===== src/rtl/filter_scan_controller.sv =====
// Sliding-window scan controller: walks filter anchors in raster order, issuing
// window reads (full fill at row start, one new column otherwise) and one result write per anchor.
module filter_scan_controller #(
  parameter int IMG_W    = 640,
  parameter int IMG_H    = 480,
  parameter int WIN      = 3,
  parameter int PIPE_LAT = 2,
  parameter int COORD_W  = 32
) (
  input  logic               clk,
  input  logic               rst,
  input  logic               en_filter,
  input  logic               abort,
  input  logic               mem_ready,
  output logic               read_enable,
  output logic [COORD_W-1:0] read_x,
  output logic [COORD_W-1:0] read_y,
  output logic               write_enable,
  output logic               anchor_moving,
  output logic [COORD_W-1:0] anchor_x,
  output logic [COORD_W-1:0] anchor_y,
  output logic               busy,
  output logic               process_done
);

  localparam int R = (WIN - 1) / 2;
  localparam logic [COORD_W-1:0] RV     = COORD_W'(R);
  localparam logic [COORD_W-1:0] X_LAST = COORD_W'(IMG_W - 1 - R);
  localparam logic [COORD_W-1:0] Y_LAST = COORD_W'(IMG_H - 1 - R);
  localparam int DW = (PIPE_LAT > 1) ? $clog2(PIPE_LAT) : 1;
  localparam logic [DW-1:0] D_LAST = DW'(PIPE_LAT - 1);

  typedef enum logic [2:0] {
    S_IDLE, S_FILL, S_COL, S_DRAIN, S_WRITE, S_MOVE, S_DONE
  } state_t;

  state_t state, state_nxt;
  logic [DW-1:0] drain_cnt;
  logic rd_fire, rd_last, anchor_last, row_end, kill;

  assign rd_fire     = read_enable && mem_ready;
  // FILL ends on the bottom of the rightmost column; COL only ever reads that column
  assign rd_last     = (read_y == anchor_y + RV) &&
                       (state == S_COL || read_x == anchor_x + RV);
  assign row_end     = (anchor_x == X_LAST);
  assign anchor_last = row_end && (anchor_y == Y_LAST);
  assign kill        = abort && busy;

  always_ff @(posedge clk) begin
    if (rst) state <= S_IDLE;
    else     state <= state_nxt;
  end

  always_comb begin
    state_nxt     = state;
    read_enable   = 1'b0;
    write_enable  = 1'b0;
    anchor_moving = 1'b0;
    busy          = 1'b1;
    process_done  = 1'b0;
    case (state)
      S_IDLE: begin
        busy = 1'b0;
        if (en_filter) state_nxt = S_FILL;
      end
      S_DONE: begin
        busy         = 1'b0;
        process_done = 1'b1;
        if (en_filter) state_nxt = S_FILL;
      end
      S_FILL, S_COL: begin
        read_enable = 1'b1;
        if (mem_ready && rd_last) state_nxt = S_DRAIN;
      end
      S_DRAIN: if (drain_cnt == D_LAST) state_nxt = S_WRITE;
      S_WRITE: begin
        write_enable = 1'b1;
        if (mem_ready) state_nxt = anchor_last ? S_DONE : S_MOVE;
      end
      S_MOVE: begin
        anchor_moving = 1'b1;
        state_nxt     = row_end ? S_FILL : S_COL;
      end
      default: state_nxt = S_IDLE;
    endcase
    if (abort && state != S_IDLE && state != S_DONE) state_nxt = S_IDLE;
  end

  always_ff @(posedge clk) begin
    if (rst || kill) begin
      anchor_x  <= RV;
      anchor_y  <= RV;
      read_x    <= '0;
      read_y    <= '0;
      drain_cnt <= '0;
    end else begin
      drain_cnt <= (state == S_DRAIN) ? drain_cnt + 1'b1 : '0;
      case (state)
        S_IDLE, S_DONE: if (en_filter) begin
          anchor_x <= RV;
          anchor_y <= RV;
          read_x   <= '0;
          read_y   <= '0;
        end
        S_FILL: if (rd_fire && !rd_last) begin
          if (read_y == anchor_y + RV) begin
            read_x <= read_x + 1'b1;
            read_y <= anchor_y - RV;
          end else begin
            read_y <= read_y + 1'b1;
          end
        end
        S_COL: if (rd_fire && !rd_last) read_y <= read_y + 1'b1;
        // read pointer is preloaded here so FILL/COL start on their first read
        S_MOVE: begin
          if (row_end) begin
            anchor_x <= RV;
            anchor_y <= anchor_y + 1'b1;
            read_x   <= '0;
            read_y   <= anchor_y + 1'b1 - RV;
          end else begin
            anchor_x <= anchor_x + 1'b1;
            read_x   <= anchor_x + 1'b1 + RV;
            read_y   <= anchor_y - RV;
          end
        end
        default: ;
      endcase
    end
  end

endmodule

===== config.mk =====
export PLATFORM = sky130hd
export DESIGN_NAME = filter_scan_controller
export DESIGN_NICKNAME = d
export VERILOG_FILES = /design/src/rtl/filter_scan_controller.sv
export SDC_FILE = /design/constraint.sdc
export NUM_CORES = 1
export LEC_CHECK = 0
export BUFFER_PORTS_ARGS = -buffer_cell sky130_fd_sc_hd__buf_2
export CAP_MARGIN = 15
export CORE_ASPECT_RATIO = 1.5
export CORE_MARGIN = 8
export CORE_UTILIZATION = 50
export CTS_CLUSTER_DIAMETER = 60
export DETAILED_ROUTE_END_ITERATION = 8
export GPL_TIMING_DRIVEN = 0
export PLACE_DENSITY = 0.69
export REMOVE_ABC_BUFFERS = 1
export SYNTH_ARGS = -nofsm -noshare
export SYNTH_HDL_FRONTEND = slang
export SYNTH_SLANG_ARGS = --single-unit

===== constraint.sdc =====
create_clock -name clk -period 6.44 [get_ports clk]
set_input_delay 0 -clock clk [delete_from_list [all_inputs] [get_ports clk]]
set_output_delay 0 -clock clk [all_outputs]
set_load 0.02 [all_outputs]

==> impl_metrics.tcl <==
set metrics [dict create \
    powerDensity_nw_per_um2 199 \
    fin_worst_skew_ps 11.5 \
    std_cell_rows 76 \
    coreArea_um2 28500 \
    slew_headroom_pct 15.9 \
    rsz0062_at_grt "no" \
    p_switching_mw 1.34 \
    ioPinCount 138 \
    cts.sinks 132 \
    ys_warn_count 0 \
    synthArstFlopShare_pct 0 \
    met3_usage_pct 5.50 \
    fp.dieArea_um2 34600 \
    placed_area_um2 15200 \
    ys_ff_latch 132 \
    synth.area.top_cells "dfxtp_1 18%, xnor2_1 7.0%, nor2_1 5.5%" \
    fin_ws_ps 187 \
    crit_path_start_kind "flop" \
    start_util_pct 50.6 \
    insertion_delay_ps 450 \
    routed_wl_mm 66.8 \
    grt_pass1_wl_mm 100 \
    muxShareOfSynthArea_pct 2.26 \
    p_int_mw 1.83 \
    num_vias 17500 \
    dominantRegCellSynth "dfxtp_1" \
    final_core_util_pct 55.6 \
    yosys.area.top_type_share_pct 18.3 \
    fin_crit_sh_pct 97.1 \
    tightestPinTransition_ps 1230 \
    drtAntennaViolNets 0 \
    grt_overflow 0 \
    drtIter0Drc 1607 \
    setup_viol 0 \
    hold_path.class "input port to flop" \
    cts_max_level 4 \
    nNetsFinal 2126 \
    antenna_found_initial 0 \
    swShare_pct 42.3 \
    grt-busiest-layer "met2" \
    final.min_clock_period_ps 6250 \
    synth_compound_area_share_pct 24.8 \
    critPathKind "flop to flop" \
    p_leak_nw 5.54 \
    clk_pin_slew_ps 70 \
    arrival_ps 6630 \
    drive_above_1_share_pct 12.5 \
    status "finished, final reports clean" \
    area_delta_synth_final_pct 9.95 \
    seq_area_frac_synth_pct 18.3 \
    path_max_fanout 31 \
    yosysMostFrequentCell "nor2_1" \
    grt.total_usage_pct 37.4 \
    post-route-drc-count 0 \
    p_comb_share_pct 36.3 \
    synthXorXnorAreaFrac_pct 11.1 \
    ir_drop_mv 0.226 \
    routedWlPerCell_um 27.0 \
    slew_viol_final 0 \
    grtUsageMet1_pct 40.2 \
    first_pass_iters 5 \
    clock_tree.root_cell "clkbuf_16" \
    syn_avg_cell_area_um2 6.77 \
    numCtsBuffers 17 \
    clk_path_buf_depth 2 \
    crit_path_end_kind "flop" \
    synth_edf_count 0 \
    cts_tree "done" \
    die_w_um 155 \
    ys_types 84 \
    use_met2_pct 64.2 \
    grt_max_degree 75 \
    gp_congestion 1.00 \
    synthAdderAreaFrac_pct 0.781 \
    clkPwrFrac_pct 34.1 \
    design_area_um2 15900 \
    synth_commonest_cells "210 x nor2_1, 187 x nand2_1, 148 x a21oi_1" \
    hpwl_mm 49.3 \
    first_global_vias 16500 \
    synth.largest_area_cell "dfxtp_1" \
    synth_cells 2129 \
    io_buffers 137 \
    fp.dieH_um 224 \
    crit_required_ps 6820 \
    maxCapViolCount 0 \
    seqPwrFrac_pct 29.6 \
    synth_area_um2 14400 \
    hold_violations 0 \
    tns_ps 0 \
    synthSimpleGateAreaFrac_pct 36.1 \
    synth_top_family_by_area "simple AND/OR/NAND/NOR gates" \
    viasPerCell 7.07 \
    post-place-ws_ps -1090 \
    fmax_mhz 160 \
]
-- kinds of logic (layout without fill, tap and decap cells) --
| kind of cell | count (synthesis) | in the layout |
|---|---|---|
| other | 0 | 1 |
| buffers and inverters | 236 | 231 |
| muxes | 32 | 32 |
| xor gates and xnor gates | 177 | 177 |
| and+or+nand+nor | 997 | 997 |
| DFF | 132 | 132 |
| AOI/OAI and AO/OA | 546 | 546 |
| adders and majority gates | 9 | 9 |
-- flip-flops by register name (all words and copies together), names as in the netlist --
| signal | cells |
|---|---|
| anchor_x | 32 |
| anchor_y | 32 |
| drain_cnt | 1 |
| read_x | 32 |
| read_y | 32 |
| state | 3 |
-- placed cells by master (no fill, tap or decap), drive strengths merged, types with 30 or more instances in the layout --
| cell | count |
|---|---|
| nor2 | 210 |
| nand2 | 187 |
| buf | 158 |
| a21oi | 149 |
| o21ai | 133 |
| dfxtp | 132 |
| xnor2 | 116 |
| nor3 | 106 |
| nand3 | 99 |
| nor4 | 73 |
| nand4 | 63 |
| xor2 | 57 |
| or3 | 43 |
| inv | 42 |
| and3 | 41 |
| a211oi | 30 |
-- layer usage --
metal  share of wire, %  wire length [µm]
met4                9.0              6030
met1                 35             23400
met5                  0                 0
met3                8.0              5340
met2                 48             32000
-- metrics by stage --
stage	power [mW]	cells	hold slack, ps
3_3_place_gp	1.94	2421	441
2_1_floorplan	1.55	1933	268
4_1_cts	3.12	2473	16.0
3_5_place_dp	2.05	2440	415
6_report	3.16	2476	23.2
5_1_grt	3.25	2475	52.8
-- critical path, cell delays in order, from the launching register on --
cell and delay (ps):
dfxtp_1 950, nand4_2 520, nor4_2 700, buf_4 280, nor3_1 90, or4_1 490
a2111oi_0 1060, nand4_1 280, nor4_1 720, a21oi_4 350, buf_12 280, or2_2 300
a21oi_1 140
-- timing repair --
| item | CTS | global route |
|---|---|---|
| hold endpoints to repair | 2 | 0 |
| setup endpoints to repair | 57 | 41 |
| pin swaps | 1 | 0 |
| gates resized for setup | 4 | 3 |
| cloned | 0 | 0 |
| hold buffers | 1 | 0 |
| setup buffers | 1 | 0 |
-- worst paths after layout --
kind / endpoint / cells past startpoint / slack [ps] / start
worst min register to register: drain_cnt / 1 / 510 / drain_cnt
worst max register to register: read_x[10] / 12 / 190 / anchor_y[8]
worst min-delay path: state[2] / 4 / 20 / en_filter
worst max-delay path: read_x[10] / 12 / 190 / anchor_y[8]
-- power groups by stage --
stage          clock [mW]  sequential [mW]  combinational (mW)
6_report             1.08            0.936                1.15
5_1_grt              1.11            0.939                1.21
4_1_cts              1.08            0.930                1.11
3_5_place_dp            0            0.948                1.10
3_3_place_gp            0            0.947               0.995
2_1_floorplan           0            0.947               0.600
-- final cells by class --
| class | count | area (µm²) |
|---|---|---|
| Antenna cell | 1 | 2.50 |
| Clock buffer | 20 | 457 |
| Clock inverter | 11 | 150 |
| Fill cell | 2872 | 12700 |
| Inverter | 40 | 150 |
| Multi-Input combinational cell | 1761 | 11000 |
| Sequential cell | 132 | 2650 |
| Tap cell | 351 | 439 |
| Timing Repair Buffer | 160 | 1060 |
No activity file was read; power rests on OpenSTA's default activity.
